**config.mk**
```make
export PLATFORM = sky130hd
export DESIGN_NAME = fetch_sequencer
export DESIGN_NICKNAME = d
export VERILOG_FILES = /design/src/rtl/nibbler_pkg.sv /design/src/rtl/fetch_sequencer_jump_cond.sv /design/src/rtl/fetch_sequencer.sv
export SDC_FILE = /design/constraint.sdc
export NUM_CORES = 1
export LEC_CHECK = 0
export CORE_MARGIN = 1.5
export CORE_UTILIZATION = 41
export CTS_CLUSTER_DIAMETER = 50
export DETAILED_ROUTE_END_ITERATION = 7
export PLACE_DENSITY_LB_ADDON = 0.25
export SYNTH_ARGS = -nofsm -noshare
export SYNTH_HDL_FRONTEND = slang
export SYNTH_HIERARCHICAL = 1
export SYNTH_SLANG_ARGS = --single-unit
```
**constraint.sdc**
```tcl
create_clock -name clk -period 2.5 [get_ports clk]
set_input_delay 0.375 -clock clk [delete_from_list [all_inputs] [get_ports clk]]
set_output_delay 0.375 -clock clk [all_outputs]
set_load 0.02 [all_outputs]
```
**src/rtl/nibbler_pkg.sv**
```systemverilog
// Shared NibblER definitions for the fetch/decode front end.
// This package holds the sequencer state encoding and the jump opcodes.
package nibbler_pkg;

   typedef enum logic [1:0] {
      IDLE   = 2'd0,
      FETCH  = 2'd1,
      FETCH2 = 2'd2,
      EXEC   = 2'd3
   } fetch_state_t;

   localparam logic [3:0] OPC_JC  = 4'h0;
   localparam logic [3:0] OPC_JNC = 4'h1;
   localparam logic [3:0] OPC_JZ  = 4'h8;
   localparam logic [3:0] OPC_JNZ = 4'h9;
   localparam logic [3:0] OPC_JMP = 4'hA;

   function automatic logic is_jump(input logic [3:0] opc);
      return (opc == OPC_JC)  || (opc == OPC_JNC) || (opc == OPC_JZ) ||
             (opc == OPC_JNZ) || (opc == OPC_JMP);
   endfunction

endpackage

```
**src/rtl/fetch_sequencer_jump_cond.sv**
```systemverilog
// Branch-taken decision from a jump opcode and the ALU flags.
// Purely combinational so the debugger can reuse it on its own.
module jump_cond
   import nibbler_pkg::*;
(
   input  logic [3:0] opc,
   input  logic       c_flag,
   input  logic       z_flag,
   output logic       taken
);

   always_comb begin
      taken = 1'b0;
      case (opc)
         OPC_JMP: taken = 1'b1;
         OPC_JC:  taken = c_flag;
         OPC_JNC: taken = ~c_flag;
         OPC_JZ:  taken = z_flag;
         OPC_JNZ: taken = ~z_flag;
         default: taken = 1'b0;
      endcase
   end

endmodule

```
**src/rtl/fetch_sequencer.sv**
```systemverilog
// Instruction fetch/decode sequencer: reads program bytes at the PC, steers
// incPC/loadPC back to the PC and hands 1-byte instructions to execute.
//
// state  | meaning
// IDLE   | one cycle after reset release
// FETCH  | read first instruction byte at addr
// FETCH2 | read jump low byte, resolve branch
// EXEC   | instruction presented to execute stage
module fetch_sequencer
   import nibbler_pkg::*;
#(
   parameter int ADDR_W = 12,
   parameter int DATA_W = 8
) (
   input  logic              clk,
   input  logic              Rst,
   input  logic [ADDR_W-1:0] addr,
   output logic              mem_req,
   output logic [ADDR_W-1:0] mem_addr,
   input  logic [DATA_W-1:0] mem_rdata,
   input  logic              mem_valid,
   output logic              incPC,
   output logic              loadPC,
   output logic [ADDR_W-1:0] newaddr,
   input  logic              c_flag,
   input  logic              z_flag,
   input  logic              stall,
   output logic [3:0]        instr,
   output logic [3:0]        oprnd,
   output logic              instr_valid,
   output logic              phase
);

   fetch_state_t      state_q, state_d;
   logic [DATA_W-1:0] ir_q, ir_d;
   logic              mem_req_q, mem_req_d;
   logic              phase_q, phase_d;
   logic              instr_valid_q, instr_valid_d;
   logic [3:0]        instr_q, instr_d;
   logic [3:0]        oprnd_q, oprnd_d;
   logic              inc_pc, load_pc;
   logic              rd_ok;
   logic              taken;
   logic [ADDR_W-1:0] target;

   jump_cond u_jump_cond (
      .opc    (ir_q[DATA_W-1 -: 4]),
      .c_flag (c_flag),
      .z_flag (z_flag),
      .taken  (taken)
   );

   assign rd_ok  = mem_valid & mem_req_q;
   assign target = ADDR_W'({ir_q[3:0], mem_rdata});

   always_comb begin
      state_d       = state_q;
      ir_d          = ir_q;
      mem_req_d     = mem_req_q;
      phase_d       = phase_q;
      instr_valid_d = 1'b0;
      instr_d       = instr_q;
      oprnd_d       = oprnd_q;
      inc_pc        = 1'b0;
      load_pc       = 1'b0;
      case (state_q)
         IDLE: begin
            state_d   = FETCH;
            mem_req_d = 1'b1;
         end
         FETCH: begin
            if (rd_ok) begin
               ir_d   = mem_rdata;
               inc_pc = 1'b1;
               if (is_jump(mem_rdata[DATA_W-1 -: 4])) begin
                  state_d = FETCH2;
               end else begin
                  state_d       = EXEC;
                  mem_req_d     = 1'b0;
                  phase_d       = 1'b1;
                  instr_valid_d = 1'b1;
                  instr_d       = mem_rdata[DATA_W-1 -: 4];
                  oprnd_d       = mem_rdata[3:0];
               end
            end
         end
         FETCH2: begin
            // Flags are used as seen in the cycle the low byte arrives.
            if (rd_ok) begin
               load_pc = taken;
               inc_pc  = ~taken;
               state_d = FETCH;
            end
         end
         EXEC: begin
            if (!stall) begin
               state_d   = FETCH;
               mem_req_d = 1'b1;
               phase_d   = 1'b0;
            end
         end
         default: begin
            state_d   = IDLE;
            mem_req_d = 1'b0;
            phase_d   = 1'b0;
         end
      endcase
   end

   always_ff @(posedge clk or negedge Rst) begin
      if (!Rst) begin
         state_q       <= IDLE;
         ir_q          <= '0;
         mem_req_q     <= 1'b0;
         phase_q       <= 1'b0;
         instr_valid_q <= 1'b0;
         instr_q       <= '0;
         oprnd_q       <= '0;
      end else begin
         state_q       <= state_d;
         ir_q          <= ir_d;
         mem_req_q     <= mem_req_d;
         phase_q       <= phase_d;
         instr_valid_q <= instr_valid_d;
         instr_q       <= instr_d;
         oprnd_q       <= oprnd_d;
      end
   end

   assign mem_req     = mem_req_q;
   assign mem_addr    = mem_req_q ? addr : '0;
   assign incPC       = inc_pc;
   assign loadPC      = load_pc;
   assign newaddr     = load_pc ? target : '0;
   assign instr       = instr_q;
   assign oprnd       = oprnd_q;
   assign instr_valid = instr_valid_q;
   assign phase       = phase_q;

endmodule

```
==> reports/metrics.yaml, run 1 <==
cts:
  clkTransAtPathRegs_ps: 130
  insertion_delay_ps: 310
  cts-root-buf: "clkbuf_4"
  cts_buffers: 3
  cts.path.max_buffers: 2
  cts_tree: "built"
  clock_sinks: 21
  h-tree-depth: 1
sta:
  clock-skew-final_ps: 13.95
  finalWorstSetupSlack_ps: 83.54
  holdWs_ps: 388.2
  fin_crit_ps: 2416
  fmax_mhz: 413.8
  hold_viol: 0
  rsz0062_at_grt: "true"
  relSlewSlack: 0.8115
  finalSetupViolCount: 0
  worst_slew_pin_slew_ps: 282.1
  period_share: 0.9666
  drv_slew: 0
grt:
  antenna_found_initial: 0
  track_usage: 0.2050
  grt_max_degree: 22
  overflow: 0
  grt_pass1_vias: 1099
  grt_pass1_wl_um: 5126
layout:
  final_cell_mix: "47 x clkdlybuf4s50_1, 24 x and2_1, 21 x dfrtp_1, 12 x mux2_2"
  final_nets: 206
  drive_gt1_frac: 0.2670
  final_common_cell: "clkdlybuf4s50_1"
  num_antenna_cells: 0
  syn_to_final_growth_pct: 60.78
floorplan:
  start_util: 0.4238
  rows: 19
  die_x_um: 55.93
  die_h_um: 55.93
  core_area_um2: 2710
  ioPinCount: 63
  die_area_um2: 3128
logic_synthesis:
  synth_nets: 135
  synth.cell_area_um2: 1149
  seq_area_frac_synth: 0.4575
  ys_types: 31
  syn_inst: 106
  postSynthAreaPerCell_um2: 10.84
  synth.yosys.warnings: 6
  ys_seq_elements: 21
min_path:
  hp-class: "input pin to asynchronous set/reset pin"
critical_path:
  cp_max_fo: 6
  worst_ep_required_time_ps: 2120
  worstSetupStartpoint: "ir_q[7]$_DFFE_PN0P_"
  reg2reg_depth: 6
  arrival_ps: 2040
  r2r_slack_ps: 790
  rr_endpoint: "oprnd[0]$_DFFE_PN0P_"
  worst-setup-path-type: "flip-flop to output pin"
  worstReg2RegStart: "state_q[1]$_DFFE_PN0P_"
  endpoint_kind: "output pin"
  startpoint_type: "flip-flop"
place:
  port_buffers: 62
  dpl.hpwl_um: 2221
  dp_slack_ps: -381.4
  gp_routability_congestion: 0.8049
detailed_routing:
  antenna_left: 0
  dr_total_vias: 1041
  drtPass1Iterations: 4
  wl_um: 3038
  drcViolationCount: 0
  drt_iter0_markers: 31
  routedWlPerCell_um: 14.68
  drt-vias-per-instance: 5.029
flow_run:
  drv_cap: 0
power:
  power_leakage_uw: 0.0008921
  p_per_area_nw_per_um2: 309.3
  vdd_drop_max_mv: 0.3206
outcome:
  status: "finished clean"
cell type report:
type	instances	area, um2
clock buffers	3	22.52
clock inverters	1	5.005
fillers	224	863.3
inverters	5	18.77
multi-input cells	77	615.6
flip-flops and latches	21	525.5
well taps	31	38.79
repair buffers	69	620.6
sequential cells by signal, indices dropped and copies added, names as in the netlist:
signal and cells:
mem_req 1, oprnd 4, instr 4, instr_valid 1, phase 1, ir_q 8, state_q 2
stage by stage:
| stage | instance area, um2 | utilization | std cells | TNS [ps] | total power (uW) |
|---|---|---|---|---|---|
| after floorplan | 1149 | - | 106 | 0 | 354.0 |
| after global placement | 1832 | 0.6759 | 201 | -4586 | 408.5 |
| after detailed placement | 1832 | 0.6759 | 201 | -4681 | 409.9 |
| after CTS | 1809 | 0.6676 | 205 | -35.11 | 578.2 |
| after global routing | 1847 | 0.6814 | 207 | -122.6 | 596.0 |
| final | 1847 | 0.6814 | 207 | 0 | 571.2 |
how the worst max path moves through the flow:
stage | to | cells past startpoint
floorplan | newaddr[0] | 7
global placement | newaddr[11] | 9
detailed placement | newaddr[5] | 9
CTS | newaddr[5] | 9
global route | newaddr[6] | 8
finish | newaddr[6] | 8
what timing repair did:
action	CTS	global route
resized for setup	50	14
hold buffers	0	0
setup endpoints to repair	14	13
cloned	0	1
setup buffers	0	1
cell usage after synthesis, drive strengths merged:
cell type / instances / share of area
dfrtp: 21 / 0.46
o211ai: 1 / 0.0065
o22a: 2 / 0.015
a31oi: 2 / 0.011
nand2: 8 / 0.028
mux2: 13 / 0.13
nand2b: 2 / 0.017
ha: 3 / 0.033
a21oi: 5 / 0.032
or4: 1 / 0.0065
inv: 5 / 0.016
nor3: 1 / 0.0044
or2: 1 / 0.0055
nor2: 2 / 0.021
o21ai: 5 / 0.022
clkbuf: 1 / 0.0033
nand4: 1 / 0.0055
buf: 2 / 0.0087
a21boi: 1 / 0.0065
and2: 24 / 0.13
nand3: 2 / 0.020
nand4b: 1 / 0.0076
a22oi: 1 / 0.0065
or3: 1 / 0.0055
power by group:
part	switching, uW	internal (uW)
clock	107	59.7
sequential	0	340
combinational	24.2	40.8
total	131	440
kinds of logic after synthesis:
| group | share of synthesized area |
|---|---|
| AO/OA/AOI/OAI | 0.09914 |
| adder cells (fa/ha/maj) | 0.03268 |
| buffers and inverters | 0.02831 |
| flip-flops | 0.4575 |
| multiplexers | 0.1307 |
| AND/OR/NAND/NOR | 0.2516 |
per-layer routing:
layer | global-route usage | wire, um | up-vias | share of wire
met4 | 0.06122 | 31 | 0 | 0.010
met2 | 0.3656 | 1539 | 35 | 0.51
li1 | - | - | 502 | -
met5 | 0 | 0 | - | 0
met1 | 0.2462 | 1299 | 500 | 0.43
met3 | 0.04651 | 167 | 4 | 0.055
critical path, stage by stage, from the launching register on:
cell and delay, ps:
dfrtp_1 430, nand2b_4 150, or3_4 330, a31oi_4 150, nand2_1 80, nor2_2 140, buf_4 170, and2_1 120
buf_2 160
Note: power is estimated with default switching activity, not from simulation.
==> inputs of run 2 (changes only) <==
--- a/config.mk
+++ b/config.mk
@@ -10,6 +10,7 @@
 export CTS_CLUSTER_DIAMETER = 50
 export DETAILED_ROUTE_END_ITERATION = 7
 export PLACE_DENSITY_LB_ADDON = 0.25
+export RECOVER_POWER = 50
 export SYNTH_ARGS = -nofsm -noshare
 export SYNTH_HDL_FRONTEND = slang
 export SYNTH_HIERARCHICAL = 1
==> run 2 against run 1 <==
  * Critical endpoint unchanged
  * Final cell count unchanged
  * Global-route usage is the same
  * Critical path depth is the same
  * Clock power about the same
==> reports/metrics.yaml, run 2 (synthesized netlist as in run 1, its figures left out) <==
sta:
  finalSetupViolCount: 0  # unchanged
  drv_slew: 0  # unchanged
  relSlewSlack: 0.2612  # was 0.8115
  fmax_mhz: 413.8  # about the same
  hold_viol: 0  # unchanged
  fin_crit_ps: 2417  # was 2416 ps
  period_share: 0.9667  # was 0.9666
  worst_slew_pin_slew_ps: 1108  # was 282.1 ps
  rsz0062_at_grt: "true"  # unchanged
  clock-skew-final_ps: 12.73  # was 13.95 ps
floorplan:
  start_util: 0.4238  # unchanged
  rows: 19  # unchanged
  die_area_um2: 3128  # unchanged
  die_h_um: 55.93  # unchanged
  core_area_um2: 2710  # unchanged
  die_x_um: 55.93  # unchanged
  ioPinCount: 63  # unchanged
critical_path:
  r2r_slack_ps: 340  # was 790 ps
  startpoint_type: "flip-flop"  # unchanged
  worst-setup-path-type: "flip-flop to output pin"  # unchanged
  worstSetupStartpoint: "ir_q[7]$_DFFE_PN0P_"  # unchanged
  arrival_ps: 2040  # about the same
  endpoint_kind: "output pin"  # unchanged
  cp_max_fo: 6  # unchanged
  worst_ep_required_time_ps: 2120  # about the same
  rr_endpoint: "oprnd[0]$_DFFE_PN0P_"  # unchanged
  reg2reg_depth: 6  # unchanged
  worstReg2RegStart: "state_q[1]$_DFFE_PN0P_"  # unchanged
min_path:
  hold_end: "ir_q[1]$_DFFE_PN0P_"
  hp-class: "flip-flop to flip-flop"  # was input pin to asynchronous set/reset pin
  min_from: "ir_q[1]$_DFFE_PN0P_"
  min_path_cells: 1
power:
  power_frac_comb: 0.111  # was 0.114
  p_per_area_nw_per_um2: 310.8  # was 309.3 nW/um2
  vdd_drop_max_mv: 0.3202  # was 0.3206 mV
  p_clk_frac: 0.291  # was 0.292
  power.share.sequential: 0.598  # was 0.594
  p_sw_frac: 0.2275  # was 0.2295
  power_leakage_uw: 0.0008878  # was 0.0008921 uW
  internal_power_uw: 438.7  # was 440.1 uW
  power.switching_uw: 129.2  # was 131.1 uW
grt:
  antenna_found_initial: 0  # unchanged
  track_usage: 0.2050  # unchanged
  grt_max_degree: 22  # unchanged
  overflow: 0  # unchanged
  grt_pass1_vias: 1099  # unchanged
  grt_pass1_wl_um: 5126  # unchanged
layout:
  final_cell_mix: "45 x clkdlybuf4s50_1, 24 x and2_1, 21 x dfrtp_1, 12 x mux2_2, 9 x buf_2"  # was 47 x clkdlybuf4s50_1, 24 x and2_1, 21 x dfrtp_1, 12 x mux2_2
  largest_reg_flops: 8  # unchanged
  syn_to_final_growth_pct: 59.04  # was 60.78%
  drive_gt1_frac: 0.2443  # was 0.2670
  num_antenna_cells: 0  # unchanged
  final_nets: 206  # unchanged
  finalInstanceArea_um2: 1827  # was 1847 um2
  final_common_cell: "clkdlybuf4s50_1"  # unchanged
  largest-register: "ir_q"  # unchanged
  fin_cells: 207  # unchanged
detailed_routing:
  dr_total_vias: 1054  # was 1,041
  drcViolationCount: 0  # unchanged
  drt-vias-per-instance: 5.092  # was 5.029
  wl_um: 2988  # was 3038 um
  drt_iter0_markers: 26  # was 31
  antenna_left: 0  # unchanged
  drtPass1Iterations: 4  # unchanged
  routedWlPerCell_um: 14.43  # was 14.68 um
cts:
  clock_sinks: 21  # unchanged
  insertion_delay_ps: 310  # about the same
  h-tree-depth: 1  # unchanged
  cts_tree: "built"  # unchanged
  cts-root-buf: "clkbuf_4"  # unchanged
  cts_buffers: 3  # unchanged
  hold_buffers: 0  # unchanged
  cts.path.max_buffers: 2  # unchanged
  clkTransAtPathRegs_ps: 130  # about the same
place:
  dp_cells: 201  # unchanged
  port_buffers: 62  # unchanged
  gp_routability_congestion: 0.8049  # unchanged
  dpl.hpwl_um: 2221  # unchanged
  dpl-instance-area_um2: 1832  # unchanged
flow_run:
  drv_cap: 0  # unchanged
outcome:
  status: "finished clean"  # unchanged
==> run 2: cell types whose count changed in the layout (fill, tap and decap cells not counted), sizes merged <==
cell           change
buf                -2
clkdlybuf4s50      -2
clkbuf             +2
dlygate4sd3        +2
==> run 2: worst max-delay path, stage by stage, from the launching register on <==
cell and delay [ps]:
dfrtp_1 430, nand2b_4 150, or3_4 330, a31oi_4 140, nand2_1 80, nor2_2 140, buf_4 170, and2_1 120
buf_2 160
==> run 2: area by class of cell <==
class | instances | area (um2)
Clock inverter | 1 | 5.005
Inverter | 5 | 18.77
Tap cell | 31 | 38.79
Timing Repair Buffer | 69 | 613.1
Sequential cell | 21 | 525.5
Clock buffer | 3 | 22.52
Fill cell | 228 | 883.3
Multi-Input combinational cell | 77 | 603.1
==> run 2: layer usage <==
| metal | GRT usage | wire [um] | part of all wire |
|---|---|---|---|
| met4 | 0.06122 | 35 | 0.012 |
| met3 | 0.04651 | 163 | 0.055 |
| met1 | 0.2462 | 1248 | 0.42 |
| met2 | 0.3656 | 1541 | 0.52 |
| met5 | 0 | 0 | 0 |
==> run 2: stage by stage <==
stage / utilization / total power (uW) / setup TNS [ps] / hold slack (ps) / setup slack, ps
floorplan: - / 354.0 / 0 / 79.41 / 484.3
global placement: 0.6759 / 408.5 / -4586 / 468.2 / -367.0
detailed placement: 0.6759 / 409.9 / -4681 / 477.0 / -381.4
CTS: 0.6676 / 578.2 / -35.11 / 397.9 / -35.11
global route: 0.6741 / 594.2 / -122.7 / 550.1 / -25.40
finish: 0.6741 / 567.8 / 0 / 518.2 / 83.23
==> run 2: power groups by stage <==
| stage | registers, uW | clock network (uW) | logic (uW) |
|---|---|---|---|
| after floorplan | 346 | 0 | 7.75 |
| after detailed placement | 346 | 0 | 63.8 |
| after global placement | 346 | 0 | 62.4 |
| final | 340 | 165 | 62.9 |
| after CTS | 340 | 174 | 65.0 |
| after global routing | 340 | 186 | 68.6 |
==> run 2: worst max path at each step <==
stage	endpoint	slack [ps]
4_1_cts	newaddr[5]	-40
3_5_place_dp	newaddr[5]	-380
3_3_place_gp	newaddr[11]	-370
5_1_grt	newaddr[6]	-30
2_1_floorplan	newaddr[0]	480
6_report	newaddr[6]	80
==> run 2: timing repair <==
item,4_1_cts,5_1_grt
hold endpoints to repair,0,0
endpoints found under the setup margin,14,13
setup buffers,0,1
gates resized for setup,50,14
gates cloned,0,1
==> inputs of run 3 (changes only) <==
--- a/config.mk
+++ b/config.mk
@@ -5,7 +5,6 @@
 export SDC_FILE = /design/constraint.sdc
 export NUM_CORES = 1
 export LEC_CHECK = 0
-export CORE_MARGIN = 1.5
 export CORE_UTILIZATION = 41
 export CTS_CLUSTER_DIAMETER = 50
 export DETAILED_ROUTE_END_ITERATION = 7
==> run 3 against run 2 <==
  * Final cell count is 0.97% lower
  * Fmax is 0.19% lower
  * Clock skew is 12 ps lower
  * Worst setup slack worse by 4.7 ps
  * Sequential power hardly changed
  * Clock power is 2% higher
  * Total power is 0.30% higher
  * Via count is 2.1% higher
  * Flip-flop and latch count stayed put
  * Count of clock-buffer cells in the layout stayed put
  * Routed wire length is 3.4% higher
  * Critical endpoint is now newaddr[0]
==> reports/metrics.yaml, run 3 (synthesized netlist as in run 1, its figures left out) <==
outcome:
  status: "finished clean"  # unchanged
min_path:
  hold_end: "ir_q[1]$_DFFE_PN0P_"  # unchanged
  hp-class: "flip-flop to flip-flop"  # unchanged
  min_from: "ir_q[1]$_DFFE_PN0P_"  # unchanged
  min_path_cells: 1  # unchanged
layout:
  final_cell_mix: "42 x clkdlybuf4s50_1, 24 x and2_1, 21 x dfrtp_1, 12 x mux2_2, 8 x buf_4"  # was 45 x clkdlybuf4s50_1, 24 x and2_1, 21 x dfrtp_1, 12 x mux2_2, 9 x buf_2
  drive_gt1_frac: 0.2400  # was 0.2443
  largest-register: "ir_q"  # unchanged
  final_nets: 205  # was 206
  final_common_cell: "clkdlybuf4s50_1"  # unchanged
  syn_to_final_growth_pct: 57.73  # was 59.04%
  largest_reg_flops: 8  # unchanged
  num_antenna_cells: 0  # unchanged
  final_util: 0.7057  # was 0.6741
power:
  power.switching_uw: 131.5  # was 129.2 uW
  power_frac_comb: 0.108  # was 0.111
  p_clk_frac: 0.296  # was 0.291
  internal_power_uw: 438.0  # was 438.7 uW
  power_leakage_uw: 0.0008889  # was 0.0008878 uW
  p_sw_frac: 0.2309  # was 0.2275
  power.share.sequential: 0.596  # was 0.598
  vdd_drop_max_mv: 0.3281  # was 0.3202 mV
  p_per_area_nw_per_um2: 314.3  # was 310.8 nW/um2
grt:
  grt_pass1_wl_um: 4402  # was 5126 um
  antenna_found_initial: 0  # unchanged
  track_usage: 0.2085  # was 0.2050
  grt_max_degree: 22  # unchanged
  grt_pass1_vias: 1006  # was 1,099
  overflow: 0  # unchanged
critical_path:
  reg2reg_depth: 6  # unchanged
  rr_endpoint: "oprnd[1]$_DFFE_PN0P_"  # was oprnd[0]$_DFFE_PN0P_
  worst_ep_required_time_ps: 2120  # about the same
  arrival_ps: 2050  # was 2040 ps
  slowest_delay_ps: 480  # was 430 ps
  worstReg2RegStart: "state_q[1]$_DFFE_PN0P_"  # unchanged
  r2r_slack_ps: 240  # was 340 ps
  slowest_stage: "clkdlybuf4s50_1"  # was dfrtp_1
  cp_max_fo: 6  # unchanged
  startpoint_type: "input pin"  # was flip-flop
  worst-setup-path-type: "input pin to output pin"  # was flip-flop to output pin
  endpoint_kind: "output pin"  # unchanged
  cp_cell_sequence: "clkdlybuf4s50_1 -> o21ai_0 -> or2_4 -> a31oi_4 -> nand2_1 -> nor2_2 -> buf_4 -> and2_1 -> buf_2"  # was nand2b_4 -> or3_4 -> a31oi_4 -> nand2_1 -> nor2_2 -> buf_4 -> and2_1 -> buf_2
cts:
  clkTransAtPathRegs_ps: 120  # was 130 ps
  insertion_delay_ps: 310  # about the same
  cts_buffers: 3  # unchanged
  cts-root-buf: "clkbuf_4"  # unchanged
  clock_sinks: 21  # unchanged
  postCtsSetupBuffers: 0  # unchanged
  cts_tree: "built"  # unchanged
  hold_buffers: 0  # unchanged
  cts.path.max_buffers: 2  # unchanged
  h-tree-depth: 1  # unchanged
sta:
  fmax_mhz: 413.0  # was 413.8 MHz
  tns_ps: 0  # unchanged
  fin_crit_ps: 2421  # was 2417 ps
  clock-skew-final_ps: 0.8871  # was 12.73 ps
  drv_slew: 0  # unchanged
  hold_viol: 0  # unchanged
  finalSetupViolCount: 0  # unchanged
  period_share: 0.9686  # was 0.9667
  worst_slew_pin_slew_ps: 1110  # was 1108 ps
  relSlewSlack: 0.2600  # was 0.2612
place:
  gp_routability_congestion: 0.8671  # was 0.8049
  dpl.hpwl_um: 2231  # was 2221 um
  port_buffers: 62  # unchanged
floorplan:
  start_util: 0.4474  # was 0.4238
  ioPinCount: 63  # unchanged
  die_x_um: 54.93  # was 55.93 um
  rows: 18  # was 19
  die_h_um: 54.93  # was 55.93 um
  die_area_um2: 3017  # was 3128 um2
  core_area_um2: 2567  # was 2710 um2
detailed_routing:
  drt-vias-per-instance: 5.249  # was 5.092
  wl_um: 3091  # was 2988 um
  antenna_left: 0  # unchanged
  drcViolationCount: 0  # unchanged
  routedWlPerCell_um: 15.08  # was 14.43 um
  drtPass1Iterations: 4  # unchanged
  drt_iter0_markers: 12  # was 26
  dr_total_vias: 1076  # was 1,054
flow_run:
  drv_cap: 0  # unchanged
-- run 3: worst max-delay path, delay by kind of cell --
| kind | cells | cell delay, ps |
|---|---|---|
| and+or+nand+nor | 4 | 590 |
| AOI/OAI and AO/OA | 2 | 280 |
| buffers and inverters | 3 | 790 |
-- run 3: worst max-delay path by stage --
stage	start	to	slack (ps)	depth (start not counted)
2_1_floorplan	ir_q[7]$_DFFE_PN0P_	newaddr[0]	480	7
3_3_place_gp	c_flag	newaddr[6]	-380	9
3_5_place_dp	c_flag	newaddr[9]	-370	9
4_1_cts	c_flag	newaddr[0]	-60	9
5_1_grt	z_flag	newaddr[7]	-6	9
6_report	z_flag	newaddr[0]	80	9
-- run 3: per-stage QoR --
stage               instance area, um2  power [uW]  setup WS [ps]  instances  hold WS, ps
floorplan                         1149       354.0          484.3        106        79.41
global placement                  1831       408.6         -377.4        200        472.4
detailed placement                1831       409.8         -373.2        200        487.9
CTS                               1842       582.3         -57.00        205        381.9
global route                      1812       589.5         -5.699        205        535.6
finish                            1812       569.5          78.53        205        517.6
-- run 3: power groups by stage --
stage / Clock (uW) / Sequential [uW] / Combinational (uW)
floorplan: 0 / 346 / 7.75
global placement: 0 / 346 / 62.5
detailed placement: 0 / 346 / 63.7
CTS: 179 / 340 / 64.1
global route: 183 / 340 / 66.7
finish: 169 / 340 / 61.3
-- run 3: repair_timing --
| action | in CTS | in global routing |
|---|---|---|
| gates resized for setup | 47 | 19 |
| endpoints found under the setup margin | 14 | 13 |
| gates cloned | 1 | 0 |
-- run 3: final cells by class --
class	count	area, um2
multi-input combinational	77	591.8
timing repair buffer	68	610.6
sequential	21	525.5
tap	30	37.54
clock buffer	3	22.52
fill	212	755.7
clock inverter	1	5.005
inverter	5	18.77
-- run 3: routing by layer --
metal / global-route usage / wire [um] / up-vias
li1: - / - / 502
met1: 0.2435 / 1206 / 494
met2: 0.3635 / 1545 / 75
met3: 0.04918 / 300 / 5
met4: 0.08750 / 39 / 0
met5: 0 / 0 / -
==> patch (flow settings as in run 2) <==
`ir_q` no longer has a reset.
--- a/src/rtl/fetch_sequencer.sv
+++ b/src/rtl/fetch_sequencer.sv
@@ -110,7 +110,6 @@
    always_ff @(posedge clk or negedge Rst) begin
       if (!Rst) begin
          state_q       <= IDLE;
-         ir_q          <= '0;
          mem_req_q     <= 1'b0;
          phase_q       <= 1'b0;
          instr_valid_q <= 1'b0;
@@ -118,13 +117,16 @@
          oprnd_q       <= '0;
       end else begin
          state_q       <= state_d;
-         ir_q          <= ir_d;
          mem_req_q     <= mem_req_d;
          phase_q       <= phase_d;
          instr_valid_q <= instr_valid_d;
          instr_q       <= instr_d;
          oprnd_q       <= oprnd_d;
       end
+   end
+
+   always_ff @(posedge clk) begin
+      ir_q <= ir_d;
    end
 
    assign mem_req     = mem_req_q;
Behaviour: no difference found for any inputs over 10 cycles, from zero or initial values and one cycle with Rst low; that may be too few to reach the edited logic, so the function may still have changed.
==> patch against run 2 <==
- cell area is 1.6% lower
- final cell count down 3.4%
- power rose by 2.2%
- maximum frequency shrank 1.3%
- wire length is 1.6% lower
- global-route usage barely moved
- sequential cell count unchanged
- synthesized area decreased by 1.5%
- count of clock-buffer cells in the layout unchanged
- first-iteration DRC count shrank 46%
- synthesized cell count fell by 6.6%
- highest routed layer unchanged
- worst setup slack got worse by 0.032 ns
- hold slack got worse by 0.011 ns
==> patch: results (changes against run 2) <==
Grt met2 use: 34.0% (-2.6 points)
Slowest stage delay, CP: 0.50 ns (+0.07 ns)
Via count: 993 (-5.8%)
Critical path origin: c_flag
Leakage: 0.000800 µW (-9.9%)
Vias in the first global route: 973 (-11%)
Cell variety after synth: 31 (unchanged)
Global-route wire length before repair: 4.97 mm (-3.1%)
Root Driver: clkbuf_4
Hpwl dp: 2.26 mm (+1.7%)
Hold crit path type: primary input to async pin
Layout Nets: 200 (-2.9%)
Hold WS: 0.507 ns (-0.0114 ns)
YS warnings: 6 (unchanged)
Worst reg2reg path depth: 6 (unchanged)
Worst VDD drop: 366 µV (+14%)
Initial antenna violation count: 0 (unchanged)
Worst slew margin: 47.8% (+22 points)
# DRC: 0 (unchanged)
Crit path max-delay family: buffers and inverters
Post-synth EDFFs: 8 (+8)
Layout cells sized above 1: 23.5% (-0.90 points)
Internal power: 454 µW (+3.6%)
Post-synthesis sequential area ratio: 50.0% (+4.2 points)
Synth area leaders: dfrtp_1 (29%), edfxtp_1 (21%), and2_1 (13%)
Clock Skews: 0.00595 ns (-0.00677 ns)
Slew Limit Fails: 0 (unchanged)
RR Startpoint: state_q[1]
Grt met3 use: 5.39% (+0.74 points)
Drt pass-1 iters: 4 (unchanged)
Reg clk slew, reported paths: 0.13 ns (about the same)
Met1 GRT Util: 26.5% (+1.8 points)
Highest-delay cell along the critical path: clkdlybuf4s50_1
Top cells by count, synth: and2_1 (23), dfrtp_1 (13), edfxtp_1 (8)
Pre-CTS WS: -0.413 ns (-0.0321 ns)
Ys async rst share: 61.9% (-38 points)
Largest fanout on the critical path: 13 (+7)
Starting DRC count in detailed routing: 14 (-46%)
Status: finished, final reports clean
Max Root-Sink Buffers: 2 (unchanged)
Data arrival, critical path: 2.07 ns (+0.03 ns)
Most flops, register: ir_q
H-Tree Depth: 1 (unchanged)
Total CTS buffers: 3 (unchanged)
# port buffers: 62 (unchanged)
Largest net degree at the start of global routing: 17 (-23%)
Fill cells: 206 (-9.6%)
Post-DR wirelength/cell: 14.7 µm (+1.8%)
Post-Syn Nets: 128 (-5.2%)
Clk_lat worst skew: 0.30 ns
Max reg flops: 8 (unchanged)
Diode count: 0 (unchanged)
Overall Global Routing Usage: 20.5% (-0.037 points)
Reg2reg end: instr[0]
Gpl congestion: 0.805 (about the same)
Reg2reg setup slack: 0.31 ns (-0.03 ns)
==> patch: cell types whose count changed after synthesis, moves of 5 or more <==
cell,delta
dfrtp_1,-8
edfxtp_1,+8
mux2_2,-12
mux2_4,+5
==> patch: cell type report <==
class / instances / share of cell area (%)
multi-input combinational: 69 / 28.7
sequential: 21 / 31.5
clock buffer: 3 / 1.25
clock inverter: 1 / 0.418
inverter: 6 / 1.25
tap: 30 / 2.09
timing repair buffer: 70 / 34.8
==> patch: kinds of logic (layout without fill, tap and decap cells) <==
logic type,Yosys count,in the layout,share of synthesized area [%]
buf+inv,9,80,3.65
simple gates,43,43,25.0
flops,21,21,50.0
fa+ha+maj,3,3,3.32
compound gates,17,17,10.1
mux,6,6,7.96
==> patch: per-stage QoR <==
step / instance area [µm²] / instances
after global placement: 1840 / 195
after global routing: 1800 / 200
final: 1800 / 200
after floorplan: 1130 / 99
after detailed placement: 1840 / 195
after CTS: 1810 / 200
==> patch: what timing repair did <==
item / in CTS / in global routing
cloned: 0 / 0
pin swaps: 0 / 1
gates resized for setup: 53 / 12
buffers inserted: 1 / 0
endpoints found under the setup margin: 14 / 14
==> patch: how the worst max path moves through the flow <==
stage	end	cells after the start	slack (ns)
after floorplan	newaddr[0]	6	0.55
after global placement	newaddr[4]	8	-0.34
after detailed placement	newaddr[1]	8	-0.41
after CTS	loadPC	7	0.02
after global routing	newaddr[6]	8	0.008
final	newaddr[6]	8	0.05
==> patch: layer usage <==
metal,part of all wire (%),up-vias
met1,42,471
met2,51,39
met5,0,-
li1,-,481
met3,6.1,2
met4,0.71,0
==> patch: power by group through the flow <==
stage | Combinational (µW) | Clock [µW] | Sequential (µW)
after floorplan | 7.55 | 0 | 365
after global placement | 59.6 | 0 | 365
after detailed placement | 61.4 | 0 | 365
after CTS | 62.0 | 171 | 358
after global routing | 60.4 | 189 | 358
final | 55.2 | 168 | 357
